--- config.mk ---
export PLATFORM = sky130hd
export DESIGN_NAME = maxpool_ctrl
export DESIGN_NICKNAME = d
export VERILOG_FILES = /design/src/rtl/maxpool_ctrl.sv
export SDC_FILE = /design/constraint.sdc
export NUM_CORES = 1
export LEC_CHECK = 0
export ABC_AREA = 0
export CORE_MARGIN = 8
export CORE_UTILIZATION = 65
export DETAILED_ROUTE_END_ITERATION = 8
export GPL_TIMING_DRIVEN = 1
export PLACE_DENSITY = 0.86
export SLEW_MARGIN = 20
export SYNTH_ARGS = -nofsm -noshare
export SYNTH_HDL_FRONTEND = slang
export SYNTH_SLANG_ARGS = --single-unit
export TNS_END_PERCENT = 1
--- constraint.sdc ---
create_clock -name clk -period 13.4 [get_ports clk]
set_input_delay 2.68 -clock clk [delete_from_list [all_inputs] [get_ports clk]]
set_output_delay 2.68 -clock clk [all_outputs]
set_load 0.05 [all_outputs]
--- src/rtl/maxpool_ctrl.sv ---
// 2x2 stride-2 max-pooling controller for a row-major conv sample stream.
// The first row of each row pair is reduced into a line buffer; the second emits pooled results.
module maxpool_ctrl #(
    parameter int unsigned DATA_W  = 16,
    parameter int unsigned MAX_DIM = 64
) (
    input  logic              clk,
    input  logic              rst,
    input  logic              pooling_ctrl,
    input  logic [5:0]        map_dim,
    input  logic [5:0]        num_maps,
    input  logic              in_valid,
    input  logic [DATA_W-1:0] in_data,
    output logic              in_ready,
    output logic              out_valid,
    output logic [DATA_W-1:0] out_data,
    output logic              pooling_finish
);

    localparam int unsigned DIM_W    = 6;
    localparam int unsigned LB_DEPTH = MAX_DIM / 2;
    localparam int unsigned LB_AW    = (LB_DEPTH > 1) ? $clog2(LB_DEPTH) : 1;

    typedef enum logic [1:0] {
        IDLE     = 2'd0,
        EVEN_ROW = 2'd1,
        ODD_ROW  = 2'd2,
        DONE     = 2'd3
    } state_e;

    state_e              state_q, state_d;
    logic [DIM_W-1:0]    dim_q, dim_d;
    logic [DIM_W-1:0]    nmaps_q, nmaps_d;
    logic [DIM_W-1:0]    col_q, col_d;
    logic [DIM_W-1:0]    row_q, row_d;
    logic [DIM_W-1:0]    map_q, map_d;
    logic [DATA_W-1:0]   pair_q, pair_d;
    logic [DATA_W-1:0]   out_data_q, out_data_d;
    logic                out_valid_q, out_valid_d;
    logic                in_ready_q, in_ready_d;
    logic                finish_q, finish_d;

    logic [DATA_W-1:0]   line_buf [LB_DEPTH];
    logic [LB_AW-1:0]    lb_idx_c;
    logic [DATA_W-1:0]   lb_rd_c;
    logic                lb_we_c;
    logic [DATA_W-1:0]   hmax_c;
    logic [DATA_W-1:0]   vmax_c;
    logic                accept_c;
    logic                last_col_c;
    logic                last_row_c;
    logic                last_map_c;

    // Signed horizontal and vertical reductions of the 2x2 window
    always_comb begin
        lb_idx_c   = LB_AW'(col_q >> 1);
        lb_rd_c    = line_buf[lb_idx_c];
        hmax_c     = ($signed(in_data) > $signed(pair_q)) ? in_data : pair_q;
        vmax_c     = ($signed(hmax_c) > $signed(lb_rd_c)) ? hmax_c : lb_rd_c;
        accept_c   = in_valid && in_ready_q;
        last_col_c = (col_q == dim_q - DIM_W'(1));
        last_row_c = (row_q == dim_q - DIM_W'(1));
        last_map_c = (map_q == nmaps_q - DIM_W'(1));
    end

    // Next-state and datapath control
    always_comb begin
        state_d     = state_q;
        dim_d       = dim_q;
        nmaps_d     = nmaps_q;
        col_d       = col_q;
        row_d       = row_q;
        map_d       = map_q;
        pair_d      = pair_q;
        out_data_d  = out_data_q;
        out_valid_d = 1'b0;
        lb_we_c     = 1'b0;

        case (state_q)
            IDLE: begin
                if (pooling_ctrl) begin
                    dim_d   = map_dim;
                    nmaps_d = num_maps;
                    col_d   = '0;
                    row_d   = '0;
                    map_d   = '0;
                    if ((map_dim < DIM_W'(2)) || (num_maps == '0)) begin
                        state_d = DONE;
                    end else begin
                        state_d = EVEN_ROW;
                    end
                end
            end

            EVEN_ROW, ODD_ROW: begin
                if (!pooling_ctrl) begin
                    state_d = IDLE;
                    col_d   = '0;
                    row_d   = '0;
                    map_d   = '0;
                end else if (accept_c) begin
                    if (!col_q[0]) begin
                        pair_d = in_data;
                    end else if (state_q == EVEN_ROW) begin
                        lb_we_c = 1'b1;
                    end else begin
                        out_valid_d = 1'b1;
                        out_data_d  = vmax_c;
                    end

                    // Trailing odd column/row fall out naturally: never an odd col, always an even row
                    if (last_col_c) begin
                        col_d = '0;
                        if (last_row_c) begin
                            row_d = '0;
                            if (last_map_c) begin
                                map_d   = '0;
                                state_d = DONE;
                            end else begin
                                map_d   = map_q + DIM_W'(1);
                                state_d = EVEN_ROW;
                            end
                        end else begin
                            row_d   = row_q + DIM_W'(1);
                            state_d = (state_q == EVEN_ROW) ? ODD_ROW : EVEN_ROW;
                        end
                    end else begin
                        col_d = col_q + DIM_W'(1);
                    end
                end
            end

            DONE: begin
                if (!pooling_ctrl) begin
                    state_d = IDLE;
                end
            end

            default: begin
                state_d = IDLE;
            end
        endcase

        in_ready_d = (state_d == EVEN_ROW) || (state_d == ODD_ROW);
        finish_d   = (state_d == DONE);
    end

    always_ff @(posedge clk or posedge rst) begin
        if (rst) begin
            state_q     <= IDLE;
            dim_q       <= '0;
            nmaps_q     <= '0;
            col_q       <= '0;
            row_q       <= '0;
            map_q       <= '0;
            pair_q      <= '0;
            out_data_q  <= '0;
            out_valid_q <= 1'b0;
            in_ready_q  <= 1'b0;
            finish_q    <= 1'b0;
        end else begin
            state_q     <= state_d;
            dim_q       <= dim_d;
            nmaps_q     <= nmaps_d;
            col_q       <= col_d;
            row_q       <= row_d;
            map_q       <= map_d;
            pair_q      <= pair_d;
            out_data_q  <= out_data_d;
            out_valid_q <= out_valid_d;
            in_ready_q  <= in_ready_d;
            finish_q    <= finish_d;
        end
    end

    // Line buffer holds only horizontal maxima; every read follows a write in the same job
    always_ff @(posedge clk) begin
        if (lb_we_c) begin
            line_buf[lb_idx_c] <= hmax_c;
        end
    end

    assign in_ready       = in_ready_q;
    assign out_valid      = out_valid_q;
    assign out_data       = out_data_q;
    assign pooling_finish = finish_q;

endmodule

==> impl_metrics.ini, run 1 <==
[clocking]
hold_buffers = 0
clkTransAtPathRegs_ps = 70
post_cts_buffers = 0
htree_num_levels = 2
clock-root-buffer = sky130_fd_sc_hd__clkbuf_16
clock-sinks = 579
cts_inserted_buffers = 55
clkLatencyLatePin_ps = 630
cts_buffer_depth = 3
cts_tree = done
cts_resized = 0

[power]
share_of_total_power_in_the_clock_network_pct = 28.0
intPower_uw = 3780
vdd_ir_drop_max_mv = 0.150
power_uw = 5560
p_per_area_nw_per_um2 = 205
pwr-share-comb_pct = 27.6
seq_power_share_pct = 44.4
cellLeakagePower_uw = 0.00909
p_sw_share_pct = 32.1
power.switching_uw = 1780

[timing]
achievable-frequency_mhz = 123
finalWorstPathRequiredPeriod_ps = 8160
setup-tns-final_ps = 0
fin_worst_skew_ps = 19.5
hold_viol_final = 0
final_max_slew_viol_count = 0
worst_slew_pin_slew_ps = 1250
setup_viol_count_final = 0
post-route-period-util_pct = 60.9
grt_setup_unrepaired = no
worst_slew_margin_rel_pct = 16.6

[layout]
drive_above_1_share_pct = 19.8
final-seq-area_um2 = 17100
final_common_cell = sky130_fd_sc_hd__edfxtp_1
final_core_util_pct = 74.0
fill_cells = 1952
layout_common_cells = sky130_fd_sc_hd__edfxtp_1 (512), sky130_fd_sc_hd__mux4_2 (124), sky130_fd_sc_hd__nand2_1 (81)
num-nets-final = 1539
antenna_cells_inserted = 0
multi_input_area_um2 = 6720
area_delta_synth_final_pct = 12.0

[floorplanning]
die_x_um = 209
dieHeight_um = 209
floorplan.rows = 70
ioPinCount = 51
dieArea_um2 = 43700
floorplan.core_area_um2 = 36700
initial_utilization_pct = 66.1

[detailed_routing]
route.antenna.remaining_nets = 0
via_total_after_detailed_routing = 14518
wl_mm = 65.2
drt_pre_antenna_iters = 7
routed_wire_length_per_instance_um = 33.0
post-route-drc-count = 0
detail_route.iter0.violations = 2378
vias_cell = 7.34

[global_route]
all_layer_gr_usage_pct = 29.9
grt_first_pass_wirelength_mm = 95.7
grt_overflow_total = 0
first_global_vias = 14574
largest_net_degree_at_the_start_of_global_routing = 68
antenna_found_initial = 2

[worst_setup_path]
path_common_cell = sky130_fd_sc_hd__ha_1
timing.critical_path.slowest_stage_cell = sky130_fd_sc_hd__a21o_1
worst-endpoint-arrival_ps = 8680
crit_buf_inv = 1
cp_cell_sequence = clkdlybuf4s50_1 -> ha_1 -> a41o_1 -> a21oi_1 -> o21ai_1 -> o31ai_4 -> and2_4 -> a21o_1 -> ha_1 -> nand4_1 -> a211oi_1 -> nor4b_1 -> mux2i_1 -> o31ai_1 -> a31o_2
worstPathRequired_ps = 13920
critical_path_end_type = flop
worstSetupStartpointType = primary input
critical_path_class = in -> reg
crit_path_max_incr_delay_ps = 950
path_delay_family = compound AO/OA/AOI/OAI gates
worst-path-max-fanout = 33

[synth]
yosys_warnings = 0
synth.avg_cell_area_um2 = 17.7
yosysUniqueCellTypes = 74
ys_ff_latch = 579
synth_top_cell_by_area = sky130_fd_sc_hd__edfxtp_1
synth_enable_flop_cells = 512
post_synth_inst_count = 1373
yosys_most_used_dff = sky130_fd_sc_hd__edfxtp_1
synthArstFlopShare_pct = 11.6
synth_area_um2 = 24200
synth_seq_area_share_pct = 70.3
top_cells_by_area_in_the_synthesized_netlist = sky130_fd_sc_hd__edfxtp_1 (63%), sky130_fd_sc_hd__mux4_2 (12%), sky130_fd_sc_hd__dfrtp_1 (6.9%)
netlist.area_leader.share_pct = 63.4
mappedNetlistNets = 1446

[flow_run]
timing.max_cap.violations = 0

[hold_path]
holdCritPathClass = reg -> reg

[place]
place_hpwl_mm = 36.8
io_buffers = 50
gp_congestion = 0.885

[status]
run_status = complete, no violations
-- kinds of logic after synthesis --
| group | after synthesis | synth area share (%) |
|---|---|---|
| xor gates and xnor gates | 18 | 0.764 |
| muxes | 164 | 13.3 |
| DFF | 579 | 70.3 |
| and+or+nand+nor | 245 | 4.98 |
| buffers and inverters | 99 | 2.06 |
| adders and majority gates | 41 | 2.12 |
| AOI/OAI and AO/OA | 227 | 6.48 |
-- sequential cells by signal (all words and copies together) (netlist names) --
| name | flops |
|---|---|
| col_q | 6 |
| dim_q | 6 |
| in_ready | 1 |
| line_buf | 512 |
| map_q | 6 |
| nmaps_q | 6 |
| out_data | 16 |
| out_valid | 1 |
| pair_q | 16 |
| pooling_finish | 1 |
| row_q | 6 |
| state_q | 2 |
-- path summary, 6_finish.rpt --
check | slack [ps] | end | depth (start not counted) | from
max in group asynchronous | 10120 | col_q[1]$_DFFE_PP0P_ | 3 | rst
worst min register to register | 500 | out_data[0]$_DFFE_PP0P_ | 2 | out_data[0]$_DFFE_PP0P_
worst max-delay path | 5240 | out_data[11]$_DFFE_PP0P_ | 15 | in_data[6]
min in group asynchronous | 2650 | pooling_finish$_DFF_PP0_ | 3 | rst
worst max register to register | 7140 | out_data[11]$_DFFE_PP0P_ | 13 | col_q[2]$_DFFE_PP0P_
worst min-delay path | 500 | out_data[0]$_DFFE_PP0P_ | 2 | out_data[0]$_DFFE_PP0P_
-- cell type report --
cell class              count  share of cell area [%]
well taps                 468                    2.16
multi-input cells         695                    24.7
clock inverters            37                    1.34
repair buffers            102                    3.28
clock buffers              64                    5.19
inverters                  33                   0.456
flip-flops and latches    579                    62.8
-- worst reg2reg max path, stage by stage, from the launching register on --
cell                       delay [ps]
sky130_fd_sc_hd__dfrtp_4          750
sky130_fd_sc_hd__buf_4            680
sky130_fd_sc_hd__buf_4            860
sky130_fd_sc_hd__mux4_2           460
sky130_fd_sc_hd__mux2i_1          340
sky130_fd_sc_hd__o221ai_1         210
sky130_fd_sc_hd__a221oi_1         510
sky130_fd_sc_hd__ha_1             400
sky130_fd_sc_hd__nand4_1          190
sky130_fd_sc_hd__a211oi_1          90
sky130_fd_sc_hd__nor4b_1          510
sky130_fd_sc_hd__mux2i_1          640
sky130_fd_sc_hd__o31ai_1          240
sky130_fd_sc_hd__a31o_2           270
-- metrics by stage --
stage | hold slack, ps | std cells | cell area [um^2] | setup slack (ps)
after floorplan | 462 | 1373 | 24200 | 6300
after global placement | 471 | 1877 | 25400 | 4760
after detailed placement | 482 | 1877 | 25400 | 4470
after CTS | 497 | 1978 | 27100 | 5000
after global routing | 527 | 1978 | 27200 | 5050
final | 496 | 1978 | 27200 | 5240
-- cell usage after synthesis (all sizes together) (4+ instances only) --
library cell,instances
edfxtp,512
mux4,124
nand2,81
dfrtp,67
nor2,53
buf,46
o21ai,46
a21oi,44
ha,41
inv,33
a22oi,27
nand3,27
a21o,24
mux2i,23
clkbuf,20
mux2,17
o31ai,16
a211oi,15
nor3,14
nand2b,11
nand4,10
and2,9
nor2b,8
o211ai,8
xnor2,8
xor2,8
a22o,7
a31oi,6
o22ai,6
or3,5
a32oi,4
o221ai,4
or4,4
-- per-layer routing --
| layer | vias up | GRT usage (%) | share of wire (%) | wire length, um |
|---|---|---|---|---|
| met1 | 7194 | 38.3 | 33 | 21800 |
| met4 | 4 | 17.0 | 7.0 | 4550 |
| met2 | 1278 | 45.3 | 46 | 29700 |
| met3 | 315 | 9.28 | 14 | 9110 |
| met5 | - | 0 | 0.041 | 27 |
| li1 | 5727 | - | - | - |
-- power groups by stage --
stage          logic [uW]  clock network (uW)  registers [uW]
2_1_floorplan         998                   0            2530
3_3_place_gp         1380                   0            2500
3_5_place_dp         1450                   0            2510
4_1_cts              1500                1560            2470
5_1_grt              1630                1620            2480
6_report             1540                1550            2470
No activity file was read; power rests on OpenSTA's default activity.
==> inputs of run 2 (changes only) <==
--- a/config.mk
+++ b/config.mk
@@ -7,10 +7,10 @@
 export LEC_CHECK = 0
 export ABC_AREA = 0
 export CORE_MARGIN = 8
-export CORE_UTILIZATION = 65
+export CORE_UTILIZATION = 62
 export DETAILED_ROUTE_END_ITERATION = 8
 export GPL_TIMING_DRIVEN = 1
-export PLACE_DENSITY = 0.86
+export PLACE_DENSITY = 0.83
 export SLEW_MARGIN = 20
 export SYNTH_ARGS = -nofsm -noshare
 export SYNTH_HDL_FRONTEND = slang
==> constraint.sdc (replaced) <==
create_clock -name clk -period 8.4 [get_ports clk]
set_input_delay 1.68 -clock clk [delete_from_list [all_inputs] [get_ports clk]]
set_output_delay 1.68 -clock clk [all_outputs]
set_load 0.05 [all_outputs]
==> run 2 against run 1 <==
Global-route usage down 1.5 points; clock power up 68%; register-to-register slack worse by 4600 ps; utilization down 3.0 points; critical path depth up 1; first-iteration DRC count down 6.3%; clock-buffer cell count down 2; design area up 1.1%; largest cell class unchanged; highest routed layer unchanged.
==> impl_metrics.ini, run 2 (same netlist as run 1, synthesis figures left out) <==
[clocking]
clock-sinks = 579
cts_resized = 0
htree_num_levels = 2
clock-root-buffer = sky130_fd_sc_hd__clkbuf_16
clkLatencyLatePin_ps = 630
clkTransAtPathRegs_ps = 60
hold_buffers = 0
cts_tree = done
cts_buffer_depth = 3
cts_inserted_buffers = 55
post_cts_buffers = 0

[detailed_routing]
routed_wire_length_per_instance_um = 31.0
route.antenna.remaining_nets = 0
detail_route.iter0.violations = 2228
via_total_after_detailed_routing = 14256
vias_cell = 6.98
wl_mm = 63.3
post-route-drc-count = 0
drt_pre_antenna_iters = 6

[worst_setup_path]
worstSetupStartpointType = primary input
critical_path_class = in -> reg
critical_path.reg2reg.startpoint = col_q[1]$_DFFE_PP0P_
timing.critical_path.slowest_stage_cell = sky130_fd_sc_hd__mux2_2
reg2reg_setup_slack_ps = 2500
worst-path-max-fanout = 33
crit_buf_inv = 2
worst-endpoint-arrival_ps = 7030
path_delay_family = simple AND/OR/NAND/NOR gates
cp_cell_sequence = clkdlybuf4s50_1 -> ha_1 -> nand4_2 -> nor4_1 -> a21boi_1 -> o31a_4 -> and2_4 -> a21o_1 -> buf_4 -> ha_1 -> nand4_1 -> a211oi_1 -> nor4b_1 -> mux2_2 -> a211o_1 -> a22o_1
endpoint = out_data[3]$_DFFE_PP0P_
critical_path_end_type = flop
crit_cells = 16
worstPathRequired_ps = 8900
setup.worst_path.start = in_data[14]
path_common_cell = sky130_fd_sc_hd__ha_1
crit_path_max_incr_delay_ps = 620
worst_r2r_endpoint = out_data[3]$_DFFE_PP0P_
reg2reg_depth = 12

[place]
gp_congestion = 0.893
place_hpwl_mm = 36.6
dp_worst_setup_slack_ps = 1420
dp_area_um2 = 25500
io_buffers = 50

[layout]
num-nets-final = 1550
largest_reg_flops = 512
final_core_util_pct = 71.0
antenna_cells_inserted = 0
fill_cells = 2220
area_delta_synth_final_pct = 13.2
post_route_cell_area_um2 = 27400
registers.top_by_ff_count = line_buf
layout_common_cells = sky130_fd_sc_hd__edfxtp_1 (512), sky130_fd_sc_hd__mux4_2 (124), sky130_fd_sc_hd__nand2_1 (81)
final_common_cell = sky130_fd_sc_hd__edfxtp_1
drive_above_1_share_pct = 20.7

[global_route]
grt.met1_usage_pct = 37.3
grt.met3_usage_pct = 6.75
grt_util_met2_pct = 44.4
grt_most_used_layer = met2
largest_net_degree_at_the_start_of_global_routing = 74
grt_first_pass_wirelength_mm = 93.2
all_layer_gr_usage_pct = 28.3
first_global_vias = 14191
antenna_found_initial = 2
grt_overflow_total = 0

[timing]
final_max_slew_viol_count = 0
fin_worst_skew_ps = 22.2
finalWorstPathRequiredPeriod_ps = 6530
achievable-frequency_mhz = 153
timing.final.ws_setup_ps = 1870
worst_slew_pin_slew_ps = 1230
setup-tns-final_ps = 0
grt_setup_unrepaired = no
hold_viol_final = 0
setup_viol_count_final = 0
post-route-period-util_pct = 77.8
worst_slew_margin_rel_pct = 17.7
hold-worst-slack_ps = 473

[power]
cellLeakagePower_uw = 0.00920
vdd_ir_drop_max_mv = 0.249
p_per_area_nw_per_um2 = 330

[floorplanning]
die_x_um = 214
floorplan.rows = 72
initial_utilization_pct = 62.7
ioPinCount = 51
dieHeight_um = 214
dieArea_um2 = 45700
floorplan.core_area_um2 = 38600

[flow_run]
timing.max_cap.violations = 0

[hold_path]
holdCritPathClass = reg -> reg

[status]
run_status = complete, no violations
run 2: cell count changes in the layout (fill, tap and decap cells not counted), moves of 2 or more:
cell / before / now
sky130_fd_sc_hd__buf_4: 52 / 61
sky130_fd_sc_hd__bufinv_16: 6 / 10
sky130_fd_sc_hd__clkinv_1: 15 / 11
sky130_fd_sc_hd__a21o_1: 21 / 24
sky130_fd_sc_hd__a21o_2: 3 / 0
sky130_fd_sc_hd__clkinvlp_4: 1 / 4
sky130_fd_sc_hd__buf_12: 0 / 2
sky130_fd_sc_hd__clkbuf_1: 9 / 7
sky130_fd_sc_hd__inv_6: 0 / 2
run 2: worst reg2reg max path: stages, from the launching register on:
cell and delay [ps]:
sky130_fd_sc_hd__dfrtp_4 850, sky130_fd_sc_hd__buf_4 740, sky130_fd_sc_hd__mux4_2 630, sky130_fd_sc_hd__mux2i_1 200, sky130_fd_sc_hd__o221ai_1 240, sky130_fd_sc_hd__a221oi_1 760
sky130_fd_sc_hd__ha_1 420, sky130_fd_sc_hd__nand4_1 170, sky130_fd_sc_hd__a211oi_1 100, sky130_fd_sc_hd__nor4b_1 520, sky130_fd_sc_hd__mux2_2 620, sky130_fd_sc_hd__a211o_1 360
sky130_fd_sc_hd__a22o_1 170
run 2: power by group:
group          internal [uW]  switching (uW)  leakage (uW)
registers               3810             135       0.00547
clock network           1520            1100      0.000920
logic                    847            1660       0.00281
total                   6170            2890       0.00920
run 2: how the worst min path moves through the flow:
stage	endpoint	start	slack (ps)	cells past startpoint
5_1_grt	out_data[14]$_DFFE_PP0P_	out_data[14]$_DFFE_PP0P_	520	2
2_1_floorplan	row_q[4]$_DFFE_PP0P_	row_q[4]$_DFFE_PP0P_	460	1
3_3_place_gp	out_data[8]$_DFFE_PP0P_	out_data[8]$_DFFE_PP0P_	460	2
4_1_cts	out_data[13]$_DFFE_PP0P_	out_data[13]$_DFFE_PP0P_	480	2
6_report	out_data[13]$_DFFE_PP0P_	out_data[13]$_DFFE_PP0P_	470	2
3_5_place_dp	out_data[13]$_DFFE_PP0P_	out_data[13]$_DFFE_PP0P_	470	2
run 2: layout make-up:
class                           instances  area (um^2)  area share, %
Clock buffer                           62         1400           5.11
Multi-Input combinational cell        695         6710           24.4
Sequential cell                       579        17100           62.2
Clock inverter                         41          499           1.82
Tap cell                              518          648           2.36
Timing Repair Buffer                  113          998           3.64
Inverter                               33          124          0.451
run 2: layer usage:
layer  wire length, um  share of wire (%)
met1             22000                 35
met2             29900                 47
met3              8010                 13
met4              3370                5.3
met5                11              0.017
run 2: per-stage QoR:
step           std cells  power, uW
3_3_place_gp        1938       6300
2_1_floorplan       1373       5620
6_report            2041       9060
5_1_grt             2041       9360
4_1_cts             2041       9040
3_5_place_dp        1938       6420
==> inputs of run 3 (changes only) <==
--- a/config.mk
+++ b/config.mk
@@ -7,10 +7,10 @@
 export LEC_CHECK = 0
 export ABC_AREA = 0
 export CORE_MARGIN = 8
-export CORE_UTILIZATION = 62
+export CORE_UTILIZATION = 56
 export DETAILED_ROUTE_END_ITERATION = 8
 export GPL_TIMING_DRIVEN = 1
-export PLACE_DENSITY = 0.83
+export PLACE_DENSITY = 0.79
 export SLEW_MARGIN = 20
 export SYNTH_ARGS = -nofsm -noshare
 export SYNTH_HDL_FRONTEND = slang
==> constraint.sdc (replaced) <==
create_clock -name clk -period 5.7 [get_ports clk]
set_input_delay 1.14 -clock clk [delete_from_list [all_inputs] [get_ports clk]]
set_output_delay 1.14 -clock clk [all_outputs]
set_load 0.05 [all_outputs]
==> run 3 against run 2 <==
Worst hold slack improved by 19 ps; die area rose by 9.9%; clock power rose by 43%; via count fell by 3.9%; sequential power rose by 48%; clock skew rose by 1.6 ps; largest power group unchanged.
==> impl_metrics.ini, run 3 (same netlist as run 1, synthesis figures left out) <==
[worst_setup_path]
worst_r2r_endpoint = out_data[10]$_DFFE_PP0P_
setup.worst_path.start = in_data[14]
crit_path_max_incr_delay_ps = 500
crit_cells = 16
worstSetupStartpointType = primary input
critical_path.reg2reg.startpoint = col_q[1]$_DFFE_PP0P_
worst-endpoint-arrival_ps = 5630
worstPathRequired_ps = 6200
timing.critical_path.slowest_stage_cell = sky130_fd_sc_hd__mux2_2
critical_path_end_type = flop
crit_buf_inv = 2
endpoint = out_data[10]$_DFFE_PP0P_
critical_path_class = in -> reg
reg2reg_depth = 13
reg2reg_setup_slack_ps = 660
path_delay_family = simple AND/OR/NAND/NOR gates
path_common_cell = sky130_fd_sc_hd__ha_1
worst-path-max-fanout = 21
cp_cell_sequence = clkdlybuf4s50_1 -> ha_1 -> nand4_2 -> nor4_1 -> a21boi_1 -> o31a_4 -> and2_4 -> mux2_4 -> ha_1 -> nand4_1 -> a211oi_1 -> nor4b_1 -> mux2_2 -> buf_12 -> and2_1 -> o31ai_1

[floorplanning]
die_x_um = 224
ioPinCount = 51
dieArea_um2 = 50200
floorplan.core_area_um2 = 42900
floorplan.rows = 76
initial_utilization_pct = 56.5
dieHeight_um = 224

[clocking]
hold_buffers = 0
cts_tree = done
clkTransAtPathRegs_ps = 60
htree_num_levels = 2
cts_buffer_depth = 3
clkLatencyLatePin_ps = 610
post_cts_buffers = 0
clock-sinks = 579
cts_resized = 0
cts_inserted_buffers = 56
clock-root-buffer = sky130_fd_sc_hd__clkbuf_16

[power]
cellLeakagePower_uw = 0.00939
p_per_area_nw_per_um2 = 482
power_uw = 13400
vdd_ir_drop_max_mv = 0.295

[timing]
worst_slew_pin_slew_ps = 1130
post-route-period-util_pct = 90.0
final_max_slew_viol_count = 0
worst_slew_margin_rel_pct = 24.3
achievable-frequency_mhz = 195
finalWorstPathRequiredPeriod_ps = 5130
fin_worst_skew_ps = 23.8
hold_viol_final = 0
grt_setup_unrepaired = no
setup_viol_count_final = 0
hold-worst-slack_ps = 492

[layout]
num-nets-final = 1587
layout_common_cells = sky130_fd_sc_hd__edfxtp_1 (512), sky130_fd_sc_hd__mux4_2 (124), sky130_fd_sc_hd__buf_4 (93)
antenna_cells_inserted = 0
drive_above_1_share_pct = 22.2
largest_reg_flops = 512
post_route_cell_area_um2 = 27800
registers.top_by_ff_count = line_buf
final_common_cell = sky130_fd_sc_hd__edfxtp_1
area_delta_synth_final_pct = 14.6

[global_route]
antenna_found_initial = 0
first_global_vias = 14011
all_layer_gr_usage_pct = 23.6
grt_overflow_total = 0
grt_first_pass_wirelength_mm = 88.0
largest_net_degree_at_the_start_of_global_routing = 45

[status]
run_status = complete, no violations

[detailed_routing]
wl_met3_mm = 5.50
route.antenna.remaining_nets = 0
met1_length_mm = 22.4
topmost_layer_with_routed_signal_wires = met4
routed_wire_length_per_instance_um = 27.5
via_total_after_detailed_routing = 13704
vias_cell = 6.39
drt_pre_antenna_iters = 7
detail_route.iter0.violations = 1676
post-route-drc-count = 0
detailroute.wirelength.met2_mm = 28.5
wl_mm = 59.0

[place]
gp_congestion = 0.901
io_buffers = 50
place_hpwl_mm = 37.0
dp_area_um2 = 25900

[flow_run]
timing.max_cap.violations = 0

[hold_path]
holdCritPathClass = reg -> reg
run 3: cell types whose count changed in the layout (fill, tap and decap cells not counted), moves of 3 or more:
| cell | change |
|---|---|
| sky130_fd_sc_hd__bufinv_16 | -3 |
| sky130_fd_sc_hd__clkbuf_16 | +3 |
| sky130_fd_sc_hd__buf_12 | +4 |
| sky130_fd_sc_hd__clkinvlp_4 | -3 |
| sky130_fd_sc_hd__buf_4 | +32 |
| sky130_fd_sc_hd__clkbuf_1 | +4 |
run 3: power by group:
part / leakage, uW / switching, uW / internal [uW]
clock: 0.000913 / 1550 / 2180
sequential: 0.00547 / 214 / 5620
combinational: 0.00300 / 2470 / 1370
total: 0.00939 / 4240 / 9170
run 3: worst min path at each step:
stage                            startpoint                       to  slack (ps)  cells after the start
floorplan              row_q[4]$_DFFE_PP0P_     row_q[4]$_DFFE_PP0P_         460                      1
finish              out_data[8]$_DFFE_PP0P_  out_data[8]$_DFFE_PP0P_         490                      2
CTS                 out_data[8]$_DFFE_PP0P_  out_data[8]$_DFFE_PP0P_         490                      2
detailed placement  out_data[8]$_DFFE_PP0P_  out_data[8]$_DFFE_PP0P_         480                      2
global route        out_data[8]$_DFFE_PP0P_  out_data[8]$_DFFE_PP0P_         510                      2
global placement    out_data[8]$_DFFE_PP0P_  out_data[8]$_DFFE_PP0P_         480                      2
run 3: layout make-up:
class / instances / area [um^2]
clock buffers: 69 / 1490
flip-flops and latches: 579 / 17100
repair buffers: 149 / 1320
inverters: 33 / 124
fillers: 2830 / 15100
multi-input cells: 695 / 6700
well taps: 585 / 732
clock inverters: 35 / 364
run 3: metrics by stage:
stage	setup slack, ps	std cells	setup TNS, ps	utilization [%]
floorplan	140	1373	0	-
global placement	104	2041	0	60.5
detailed placement	-6.95	2041	-6.95	60.5
CTS	605	2145	0	64.8
global route	215	2145	0	64.8
finish	570	2145	0	64.8
run 3: per-layer routing:
layer,track usage (%),vias up
met1,30.7,7007
met3,5.49,146
met2,37.8,731
met4,10.6,0
met5,0,-
li1,-,5820
run 3: worst register-to-register path: stages (launching register included):
cell	delay, ps
sky130_fd_sc_hd__dfrtp_4	910
sky130_fd_sc_hd__buf_12	310
sky130_fd_sc_hd__buf_4	270
sky130_fd_sc_hd__mux4_2	530
sky130_fd_sc_hd__a22oi_1	480
sky130_fd_sc_hd__and4_1	420
sky130_fd_sc_hd__ha_1	300
sky130_fd_sc_hd__nand4_1	150
sky130_fd_sc_hd__a211oi_1	70
sky130_fd_sc_hd__nor4b_1	430
sky130_fd_sc_hd__mux2_2	500
sky130_fd_sc_hd__buf_12	190
sky130_fd_sc_hd__and2_1	150
sky130_fd_sc_hd__o31ai_1	220
